## src/rtl/int_ctrl_pkg.sv

```systemverilog
// Shared constants and types for the interrupt controller: register map,
// default sizing and well-known source numbers.
package int_ctrl_pkg;
  localparam int N_SRC_DEF = 6;
  localparam int ID_W_DEF  = 4;

  localparam logic [2:0] OFF_MASK  = 3'd0;
  localparam logic [2:0] OFF_MODE  = 3'd1;
  localparam logic [2:0] OFF_PEND  = 3'd2;
  localparam logic [2:0] OFF_INSVC = 3'd3;
  localparam logic [2:0] OFF_EOI   = 3'd4;
  localparam logic [2:0] OFF_CUR   = 3'd5;

  localparam int SRC_TIMER0 = 0;
  localparam int SRC_TIMER1 = 1;
  localparam int SRC_EXT    = 2;

  typedef struct packed {
    logic mask;
    logic mode;
    logic pend;
    logic eoi;
  } reg_wr_t;
endpackage

```

## src/rtl/int_prio_enc.sv

```systemverilog
// Lowest-index-first priority encoder; index 0 is the highest priority.
module int_prio_enc #(
  parameter int N = 6,
  parameter int W = 4
) (
  input  logic [N-1:0] vec,
  output logic         found,
  output logic [W-1:0] idx
);
  always_comb begin
    found = 1'b0;
    idx   = '0;
    for (int i = N - 1; i >= 0; i--) begin
      if (vec[i]) begin
        found = 1'b1;
        idx   = W'(i);
      end
    end
  end
endmodule

```

## src/rtl/int_ctrl.sv

```systemverilog
// Programmable interrupt controller: latches, masks and prioritises sources,
// tracks in-service nesting and presents one registered request/ID to the CPU.
module int_ctrl
  import int_ctrl_pkg::*;
#(
  parameter int N_SRC = N_SRC_DEF,
  parameter int ID_W  = ID_W_DEF
) (
  input  logic             clk,
  input  logic             reset,
  input  logic [N_SRC-1:0] irq_in,
  input  logic [2:0]       Addr,
  input  logic             WE,
  input  logic [31:0]      Din,
  output logic [31:0]      Dout,
  input  logic             int_ack,
  output logic             int_req,
  output logic [ID_W-1:0]  int_id
);
  logic [N_SRC-1:0] mask, mode, pend, insvc, irq_q;
  logic [N_SRC-1:0] mode_n, pend_n, insvc_n;
  logic [N_SRC-1:0] elig, rise, w1c, ack_bit, eoi_bit;
  logic             win_found, top_found, ack_ok, req_n;
  logic [ID_W-1:0]  win, top;
  reg_wr_t          wr;

  assign wr.mask = WE && (Addr == OFF_MASK);
  assign wr.mode = WE && (Addr == OFF_MODE);
  assign wr.pend = WE && (Addr == OFF_PEND);
  assign wr.eoi  = WE && (Addr == OFF_EOI);

  assign elig   = pend & mask;
  assign ack_ok = int_ack && int_req;
  assign rise   = irq_in & ~irq_q;

  int_prio_enc #(.N(N_SRC), .W(ID_W)) u_win (.vec(elig),  .found(win_found), .idx(win));
  int_prio_enc #(.N(N_SRC), .W(ID_W)) u_top (.vec(insvc), .found(top_found), .idx(top));

  always_comb begin
    mode_n  = wr.mode ? Din[N_SRC-1:0] : mode;
    w1c     = wr.pend ? Din[N_SRC-1:0] : '0;
    ack_bit = '0;
    eoi_bit = '0;
    for (int i = 0; i < N_SRC; i++) begin
      ack_bit[i] = ack_ok && (int_id == ID_W'(i));
      eoi_bit[i] = wr.eoi && top_found && (top == ID_W'(i));
    end
    // Edge bits: clears lose to a fresh rising edge. A level->edge switch
    // starts from a clean PEND; level bits simply follow the line.
    pend_n  = (mode_n & mode & ((pend & ~((w1c | ack_bit) & mode)) | rise))
            | (~mode_n & irq_in);
    insvc_n = (insvc & ~eoi_bit) | ack_bit;
    // Hold off during the ack cycle so the just-acked source is not
    // re-requested before INSVC reflects it.
    req_n   = win_found && (!top_found || (win < top)) && !ack_ok;
  end

  always_ff @(posedge clk) begin
    if (reset) begin
      mask    <= '0;
      mode    <= '0;
      pend    <= '0;
      insvc   <= '0;
      irq_q   <= '0;
      int_req <= 1'b0;
      int_id  <= '0;
    end else begin
      if (wr.mask) mask <= Din[N_SRC-1:0];
      mode    <= mode_n;
      pend    <= pend_n;
      insvc   <= insvc_n;
      irq_q   <= irq_in;
      int_req <= req_n;
      int_id  <= req_n ? win : '0;
    end
  end

  always_comb begin
    Dout = '0;
    case (Addr)
      OFF_MASK:  Dout[N_SRC-1:0] = mask;
      OFF_MODE:  Dout[N_SRC-1:0] = mode;
      OFF_PEND:  Dout[N_SRC-1:0] = pend;
      OFF_INSVC: Dout[N_SRC-1:0] = insvc;
      OFF_CUR: begin
        Dout[31]       = int_req;
        Dout[ID_W-1:0] = int_id;
      end
      default: ;
    endcase
  end
endmodule

```

## config.mk

```make
export PLATFORM = sky130hd
export DESIGN_NAME = int_ctrl
export DESIGN_NICKNAME = d
export VERILOG_FILES = /design/src/rtl/int_ctrl_pkg.sv /design/src/rtl/int_prio_enc.sv /design/src/rtl/int_ctrl.sv
export SDC_FILE = /design/constraint.sdc
export NUM_CORES = 1
export LEC_CHECK = 0
export CAP_MARGIN = 5
export CORE_ASPECT_RATIO = 0.5
export CORE_UTILIZATION = 40
export CTS_BUF_LIST = sky130_fd_sc_hd__clkbuf_4 sky130_fd_sc_hd__clkbuf_8 sky130_fd_sc_hd__clkbuf_16
export DETAILED_ROUTE_END_ITERATION = 10
export DONT_BUFFER_PORTS = 1
export HOLD_SLACK_MARGIN = 0.06
export SETUP_SLACK_MARGIN = 0.15
export SYNTH_ARGS = -nofsm -noshare
export SYNTH_HDL_FRONTEND = slang
export SYNTH_SLANG_ARGS = --single-unit
```

## constraint.sdc

```tcl
create_clock -name clk -period 2.2 [get_ports clk]
set_input_delay 0.44 -clock clk [delete_from_list [all_inputs] [get_ports clk]]
set_output_delay 0.44 -clock clk [all_outputs]
set_load 0.1 [all_outputs]
```

==> impl_metrics.csv, run 1 <==
group,metric,value,unit
cts,clkLatencyLatePin,0.29,ns
sta,rsz0062_at_grt,"false",
critical_path,critPathMaxStageDelay,0.49,ns
synth,seq_area_frac_synth,33.2,%
sta,worst_clock_skew,0.00656,ns
cts,cts_buffers,5,
pwr,power_density,673,nW/um^2
global_route,grt_max_degree,32,
critical_path,cp.required,1.76,ns
critical_path,arrival,1.53,ns
synth,yosys_warnings,0,
cts,cts_hold_buf,0,
sta,timing.final.crit_period,1.97,ns
drt,drt-pass1-iter-count,4,
synth,ys_ff_latch,34,
global_route,grt_overflow,0,
global_route,first_global_vias,1407,
placement,numPortBuffers,0,
finish,n_fill_cell,451,
critical_path,end_kind,"primary output",
synth,syn_inst,240,
floorplanning,initial_core_util,44.0,%
floorplanning,num_rows,17,
sta,period_share,89.6,%
synth,synth_edf_count,0,
drt,wire_per_inst,14.0,um
synth,syn_area,2050,um^2
floorplanning,pin_count,82,
global_route,grt_pass1_wl,7130,um
critical_path,crit_path_max_fanout,6,
critical_path,crit_buf_inv,2,
synth,ys.flop_type,"dfxtp_1",
sta,timing.fmax,507,MHz
cts,htree_num_levels,2,
drt,ant_nets,0,
pwr,leakage,0.000927,uW
cts,cts_tree,"done",
cts,clk_pin_slew_worst_paths,0.07,ns
critical_path,cpMaxStageDelayCell,"mux4_1",
cts,cts_setup_buffers,0,
drt,viasPerCell,5.23,
placement,place.gp.congestion,0.919,
critical_path,path_class,"reg -> out",
finish,drive_gt1_share,16.1,%
critical_path,path_delay_family,"multiplexers",
critical_path,crit_chain,"mux4_1, inv_1, o21ai_4, buf_4",
drt,drtIter0Drc,121,
critical_path,start_kind,"flop",
synth,synthArstFlopShare,0,%
run,cap_violations,0,
synth,syn_avg_cell_area,8.53,um^2
hold_path,min_path_type,"in -> reg",
finish,post-route-util,47.5,%
global_route,grt.total_usage,17.8,%
synth,synth.distinct_cells,45,
drt,drc,0,
drt,vias,1647,
global_route,antenna_found_initial,0,
sta,finalSetupViolCount,0,
sta,drv_slew,0,
floorplanning,fp.dieW,103,um
placement,place_inst,307,
pwr,power.total,1490,uW
floorplanning,die_area,5430,um^2
drt,wirelength,4420,um
floorplanning,dieHeight,52.6,um
cts,cts_resized,0,
floorplanning,core_area,4660,um^2
status,run_status,"completed",
cts,clock-sinks,34,
cts,clockBufferDepth,2,
cts,root_buffer,"clkbuf_8",
finish,nets,295,
pwr,ir_worst_vdd,0.255,mV
placement,dpl.hpwl,3250,um
finish,diodes,0,
finish,area_growth,8.12,%
sta,hold_violations,0,
sta,fin_setup_tns,0,ns
finish,fin_cells,315,
[logic make-up (layout without fill, tap and decap cells)]
kind of cell / count (synthesis) / after routing / share of synthesized area [%]
flip-flops: 34 / 34 / 33.2
adder cells (fa/ha/maj): 2 / 2 / 1.22
AO/OA/AOI/OAI: 47 / 47 / 14.6
multiplexers: 20 / 20 / 12.4
buffers and inverters: 43 / 27 / 14.2
AND/OR/NAND/NOR: 93 / 93 / 24.1
other: 1 / 26 / 0.183
[report_power, final]
| part | switching [uW] | internal [uW] |
|---|---|---|
| sequential | 14.5 | 634 |
| combinational | 250 | 43.4 |
| clock | 233 | 316 |
| total | 497 | 993 |
[per-layer routing]
metal / track usage (%) / vias up / part of all wire [%] / wire length (um)
li1: - / 814 / - / -
met1: 23.7 / 771 / 50 / 2210
met2: 28.1 / 58 / 43 / 1910
met3: 5.60 / 4 / 6.0 / 267
met4: 4.23 / 0 / 0.75 / 33
met5: 0 / - / 0 / 0
[flip-flops by register name, summed over array words and instances (netlist names)]
register,cells
int_id,3
pend,6
int_req,1
mode,6
irq_q,6
insvc,6
mask,6
[placed cells by master (no fill, tap or decap), drive strengths merged]
cell	instances
o221ai	5
inv	8
nand2	24
a22oi	3
nand3	11
o21bai	1
and3	1
o21ai	17
a211oi	1
nand3b	2
nor2	28
clkbuf	8
conb	26
a22o	1
nor3b	3
o31ai	2
nor4	4
nand2b	6
a31oi	1
dfxtp	34
a311oi	1
a21oi	12
mux2i	16
nor2b	7
o211ai	1
buf	11
nor3	2
and4b	3
a32oi	1
nand4	1
and3b	1
mux4	4
o21a	1
ha	2
[synthesized netlist by cell type, types with 2 or more instances]
| library cell | count | area (um^2) |
|---|---|---|
| dfxtp_1 | 34 | 681 |
| buf_4 | 28 | 210 |
| nor2_1 | 28 | 105 |
| nand2_1 | 24 | 90.1 |
| mux2i_1 | 16 | 160 |
| o21ai_0 | 16 | 80.1 |
| a21oi_1 | 12 | 60.1 |
| nand3_1 | 11 | 55.1 |
| inv_1 | 8 | 30.0 |
| nand2b_1 | 5 | 31.3 |
| nor2b_1 | 5 | 31.3 |
| o221ai_1 | 5 | 43.8 |
| a22oi_1 | 3 | 22.5 |
| and4b_1 | 3 | 30.0 |
| buf_6 | 3 | 33.8 |
| mux4_2 | 3 | 67.6 |
| nor4_1 | 3 | 18.8 |
| buf_2 | 2 | 10.0 |
| ha_1 | 2 | 25.0 |
| nor2b_2 | 2 | 17.5 |
| nor3b_1 | 2 | 15.0 |
| o31ai_1 | 2 | 15.0 |
[final timing paths]
| check | from | endpoint | slack [ns] | depth (start not counted) |
|---|---|---|---|---|
| worst max-delay path | insvc[2]$_SDFF_PP0_ | Dout[2] | 0.23 | 4 |
| worst min-delay path | reset | insvc[1]$_SDFF_PP0_ | 0.21 | 1 |
| worst max register to register | insvc[2]$_SDFF_PP0_ | int_id[2]$_SDFF_PP0_ | 0.35 | 7 |
| worst min register to register | mask[0]$_SDFFE_PP0P_ | mask[0]$_SDFFE_PP0P_ | 0.52 | 2 |
[stage by stage]
stage               cell area (um^2)  setup WS (ns)  hold slack [ns]
finish                          2210          0.229            0.211
global route                    2210          0.168            0.195
CTS                             2210          0.217            0.204
detailed placement              2100          0.363            0.506
global placement                2100          0.398            0.499
floorplan                       2200         0.0691            0.482
[layout make-up]
cell class | instances | area (um^2) | share of cell area [%]
Clock buffer | 8 | 110 | 4.97
Tap cell | 66 | 82.6 | 3.73
Sequential cell | 34 | 682 | 30.8
Timing Repair Buffer | 11 | 82.6 | 3.73
Multi-Input combinational cell | 188 | 1230 | 55.4
Inverter | 8 | 30.0 | 1.36
No activity file was read; power rests on OpenSTA's default activity.
==> run 2, diff against run 1 <==
Settings changed: MAX_ROUTING_LAYER from default to met4.
==> impl_metrics.csv, run 2 (same netlist as run 1, synthesis figures left out) <==
group,metric,value,unit
global_route,first_global_vias,1407,
sta,tightest_slew,0.497,ns
cts,root_buffer,"clkbuf_8",
sta,finalSetupViolCount,0,
floorplanning,fp.dieW,103,um
sta,fin_setup_tns,0,ns
sta,hold_violations,0,
floorplanning,core_area,4660,um^2
critical_path,arrival,1.53,ns
pwr,power_density,673,nW/um^2
critical_path,r2r_start,"insvc[2]$_SDFF_PP0_",
finish,layout_common_cells,"33 x dfxtp_1, 28 x nor2_1, 26 x conb_1, 24 x nand2_1, 16 x mux2i_1",
sta,worst_clock_skew,0.00639,ns
status,run_status,"completed",
floorplanning,pin_count,82,
placement,numPortBuffers,0,
finish,diodes,0,
critical_path,end_kind,"primary output",
global_route,grtUsageMet1,24.1,%
drt,ant_nets,0,
drt,drtIter0Drc,127,
sta,timing.final.crit_period,1.97,ns
placement,post-place-ws,0.363,ns
global_route,grt_busiest_layer,"met2",
floorplanning,initial_core_util,44.0,%
pwr,power.total,1490,uW
global_route,grt_overflow,0,
finish,fin_cells,315,
pwr,leakage,0.000927,uW
cts,clk_pin_slew_worst_paths,0.07,ns
cts,clockBufferDepth,2,
placement,place.gp.congestion,0.935,
drt,vias,1644,
critical_path,crit_path_max_fanout,6,
hold_path,worstHoldEndpoint,"insvc[1]$_SDFF_PP0_",
cts,cts_setup_buffers,0,
sta,drv_slew,0,
critical_path,cp.required,1.76,ns
drt,wirelength,4440,um
critical_path,start_kind,"flop",
drt,drt-pass1-iter-count,4,
global_route,use_met3,4.93,%
drt,drc,0,
floorplanning,dieHeight,52.6,um
drt,wire_per_inst,14.1,um
global_route,antenna_found_initial,0,
finish,layout_commonest_cell,"dfxtp_1",
hold_path,min_path_type,"in -> reg",
hold_path,hp-start,"reset",
sta,worst_slack,0.229,ns
cts,cts_hold_buf,0,
pwr,ir_worst_vdd,0.255,mV
finish,post-route-util,47.5,%
global_route,grt_pass1_wl,7120,um
sta,slew-limit-headroom,66.7,%
finish,n_fill_cell,451,
placement,dpl.hpwl,3250,um
finish,nets,295,
critical_path,worst_r2r_endpoint,"int_id[2]$_SDFF_PP0_",
cts,cts_resized,0,
critical_path,reg2reg_setup_slack,0.35,ns
floorplanning,num_rows,17,
finish,drive_gt1_share,16.1,%
global_route,grt_max_degree,32,
critical_path,path_class,"reg -> out",
cts,clock-sinks,34,
placement,place_inst,307,
cts,htree_num_levels,2,
sta,period_share,89.6,%
sta,timing.fmax,507,MHz
run,cap_violations,0,
global_route,use_met2,28.1,%
global_route,grt.total_usage,18.3,%
cts,clkLatencyLatePin,0.29,ns
critical_path,rr_worst_depth,7,
floorplanning,die_area,5430,um^2
cts,cts_buffers,5,
cts,cts_tree,"done",
finish,area_growth,8.12,%
sta,rsz0062_at_grt,"false",
drt,viasPerCell,5.22,
hold_path,hold_depth,1,
==> run 2: per-layer routing <==
layer / routed length, um / vias up
met5: 0 / -
li1: - / 813
met3: 260 / 4
met2: 1910 / 61
met4: 33 / 0
met1: 2230 / 766
==> run 2: final cells by class <==
type / instances / area [um^2] / area share (%)
flip-flops and latches: 34 / 682 / 30.8
well taps: 66 / 82.6 / 3.73
clock buffers: 8 / 110 / 4.97
inverters: 8 / 30.0 / 1.36
multi-input cells: 188 / 1230 / 55.4
repair buffers: 11 / 82.6 / 3.73
==> run 2: metrics by stage <==
stage,hold WS [ns],cell area (um^2)
CTS,0.204,2210
floorplan,0.482,2200
global placement,0.499,2100
detailed placement,0.506,2100
global route,0.195,2210
finish,0.210,2210
==> run 2: report_power, final <==
group,internal (uW),total [uW],leakage [uW],switching [uW]
Sequential,634,648,0.000278,14.5
Clock,316,549,0.0000575,233
Combinational,43.4,293,0.000591,250
Total,993,1490,0.000927,497
==> run 2: worst max-delay path by stage <==
stage,from,to,cells after the start
2_1_floorplan,Addr[1],Dout[4],3
3_3_place_gp,insvc[2]$_SDFF_PP0_,int_id[1]$_SDFF_PP0_,7
3_5_place_dp,insvc[2]$_SDFF_PP0_,int_id[2]$_SDFF_PP0_,7
4_1_cts,insvc[2]$_SDFF_PP0_,Dout[2],4
5_1_grt,pend[2]$_SDFF_PP0_,int_id[2]$_SDFF_PP0_,8
6_report,insvc[2]$_SDFF_PP0_,Dout[2],4
==> run 2: critical path, cell delays in order (launching register included) <==
cell	delay, ns
dfxtp_1	0.36
mux4_1	0.49
inv_1	0.11
o21ai_4	0.05
buf_4	0.23
==> run 3, diff against run 2 <==
Settings changed: SYNTH_HIERARCHICAL from default to 1.
==> impl_metrics.csv, run 3 <==
group,metric,value,unit
cts,clkLatencyLatePin,0.29,ns
synth,yosys.area_share.adder,1.72,%
global_route,grt_max_degree,32,
global_route,first_global_vias,1557,
floorplanning,pin_count,82,
finish,nets,314,
placement,dpl.hpwl,3660,um
critical_path,arrival,2.18,ns
synth,synth_top_cell_by_area,"dfxtp_1",
floorplanning,die_area,5760,um^2
sta,rsz0062_at_grt,"false",
synth,syn_inst,258,
global_route,grt.total_usage,19.0,%
finish,area_growth,7.75,%
drt,drc,0,
critical_path,crit_path_max_fanout,6,
cts,cts_resized,0,
placement,place.gp.congestion,0.912,
sta,fin_setup_tns,0,ns
synth,ys_ff_latch,35,
drt,viasPerCell,5.22,
cts,cts_buffers,5,
status,run_status,"completed",
run,cap_violations,0,
cts,clock-sinks,35,
global_route,grt_pass1_wl,7940,um
drt,vias,1760,
finish,drive_gt1_share,16.1,%
critical_path,start_kind,"flop",
cts,cts_hold_buf,0,
synth,post-synth-top-area-fraction,32.2,%
drt,drt-pass1-iter-count,4,
floorplanning,fp.dieW,106,um
sta,period_share,89.8,%
hold_path,min_path_type,"in -> reg",
synth,yosys-top-cells-count,"35 x dfxtp_1, 29 x nand2_1, 27 x buf_4",
synth,synth_top_family_by_area,"simple AND/OR/NAND/NOR gates",
floorplanning,core_area,5090,um^2
drt,wirelength,4970,um
finish,layout_common_cells,"34 x dfxtp_1, 29 x nand2_1, 27 x conb_1, 20 x nor2_1, 15 x inv_1",
critical_path,cp.required,2.40,ns
synth,synthArstFlopShare,0,%
sta,drv_slew,0,
cts,htree_num_levels,2,
drt,drtIter0Drc,113,
cts,cts_setup_buffers,0,
placement,numPortBuffers,0,
critical_path,end_kind,"flop",
synth,synth_area_leaders,"dfxtp_1 32%, buf_4 9.3%, mux2i_1 6.0%",
pwr,power_density,611,nW/um^2
synth,synth_compound_area_share,16.0,%
sta,timing.final.crit_period,1.98,ns
drt,wire_per_inst,14.7,um
synth,synth.distinct_cells,38,
synth,syn_area,2180,um^2
synth,synthMuxAreaShare,10.6,%
cts,cts_tree,"done",
sta,slew-limit-headroom,57.3,%
cts,clockBufferDepth,2,
cts,clk_pin_slew_worst_paths,0.08,ns
synth,synth-simple-area-share,24.6,%
global_route,grt_overflow,0,
synth,yosys_warnings,6,
finish,diodes,0,
sta,tightest_slew,0.632,ns
drt,ant_nets,0,
pwr,leakage,0.000885,uW
floorplanning,dieHeight,54.2,um
sta,worst_clock_skew,0.00569,ns
synth,yosysMostFrequentCell,"dfxtp_1",
sta,timing.fmax,506,MHz
pwr,ir_worst_vdd,0.229,mV
floorplanning,num_rows,18,
sta,fin_hold_ws,0.207,ns
cts,root_buffer,"clkbuf_8",
synth,synth_xor_xnor_area_share,0,%
synth,synth_edf_count,0,
synth,syn_avg_cell_area,8.44,um^2
global_route,antenna_found_initial,0,
synth,ys.flop_type,"dfxtp_1",
finish,layout_commonest_cell,"dfxtp_1",
sta,finalSetupViolCount,0,
floorplanning,initial_core_util,42.8,%
synth,seq_area_frac_synth,32.2,%
sta,hold_violations,0,
critical_path,path_class,"reg -> reg",
finish,n_fill_cell,498,
[run 3: metrics by stage]
stage / instances / cell area (um^2) / worst slack, ns / utilization [%] / total power, uW
after floorplan: 282 / 2320 / 0.0475 / - / 1000
after global placement: 329 / 2260 / 0.335 / 44.4 / 960
after detailed placement: 329 / 2260 / 0.286 / 44.4 / 962
after CTS: 337 / 2350 / 0.259 / 46.1 / 1440
after global routing: 337 / 2350 / 0.159 / 46.1 / 1490
final: 337 / 2350 / 0.224 / 46.1 / 1430
[run 3: final timing paths]
path	startpoint	end	slack, ns	cells after the start
worst max-delay path	insvc[1]$_SDFF_PP0_	int_id[0]$_SDFF_PP0_	0.22	6
worst min register to register	mode[0]$_SDFF_PP0_	mode[0]$_SDFF_PP0_	0.50	2
worst min-delay path	reset	mode[1]$_SDFF_PP0_	0.21	1
worst max register to register	insvc[1]$_SDFF_PP0_	int_id[0]$_SDFF_PP0_	0.22	6
[run 3: critical path, stage by stage (launching register included)]
cell and delay [ns]:
dfxtp_1 0.39, nor4_2 0.29, nor2b_1 0.30, inv_1 0.16
ha_1 0.32, a21o_1 0.21, a211oi_1 0.21
[run 3: final cells by class]
type                       count  area [um^2]  share of cell area [%]
inverter                      15         56.3                    2.40
clock inverter                 2         12.5                   0.533
clock buffer                   6         76.3                    3.25
sequential                    35          702                    29.9
multi-input combinational    196         1300                    55.5
tap                           70         87.6                    3.73
timing repair buffer          13          110                    4.69
[run 3: logic make-up after synthesis]
family          Yosys count
buf+inv                  51
compound gates           50
other cells               3
simple gates             97
mux                      19
fa+ha+maj                 3
flops                    35
[run 3: layer usage]
metal  GRT usage [%]  routed length [um]  vias up
li1                -                   -      860
met1            25.8                2490      824
met2            28.4                2070       69
met3            4.00                 327        7
met4            5.79                  70        0
met5               -                   0        -
[run 3: where the power goes]
part	internal, uW	switching, uW	leakage [uW]
clock network	234	251	0.0000446
logic	47.8	240	0.000555
registers	651	10.2	0.000286
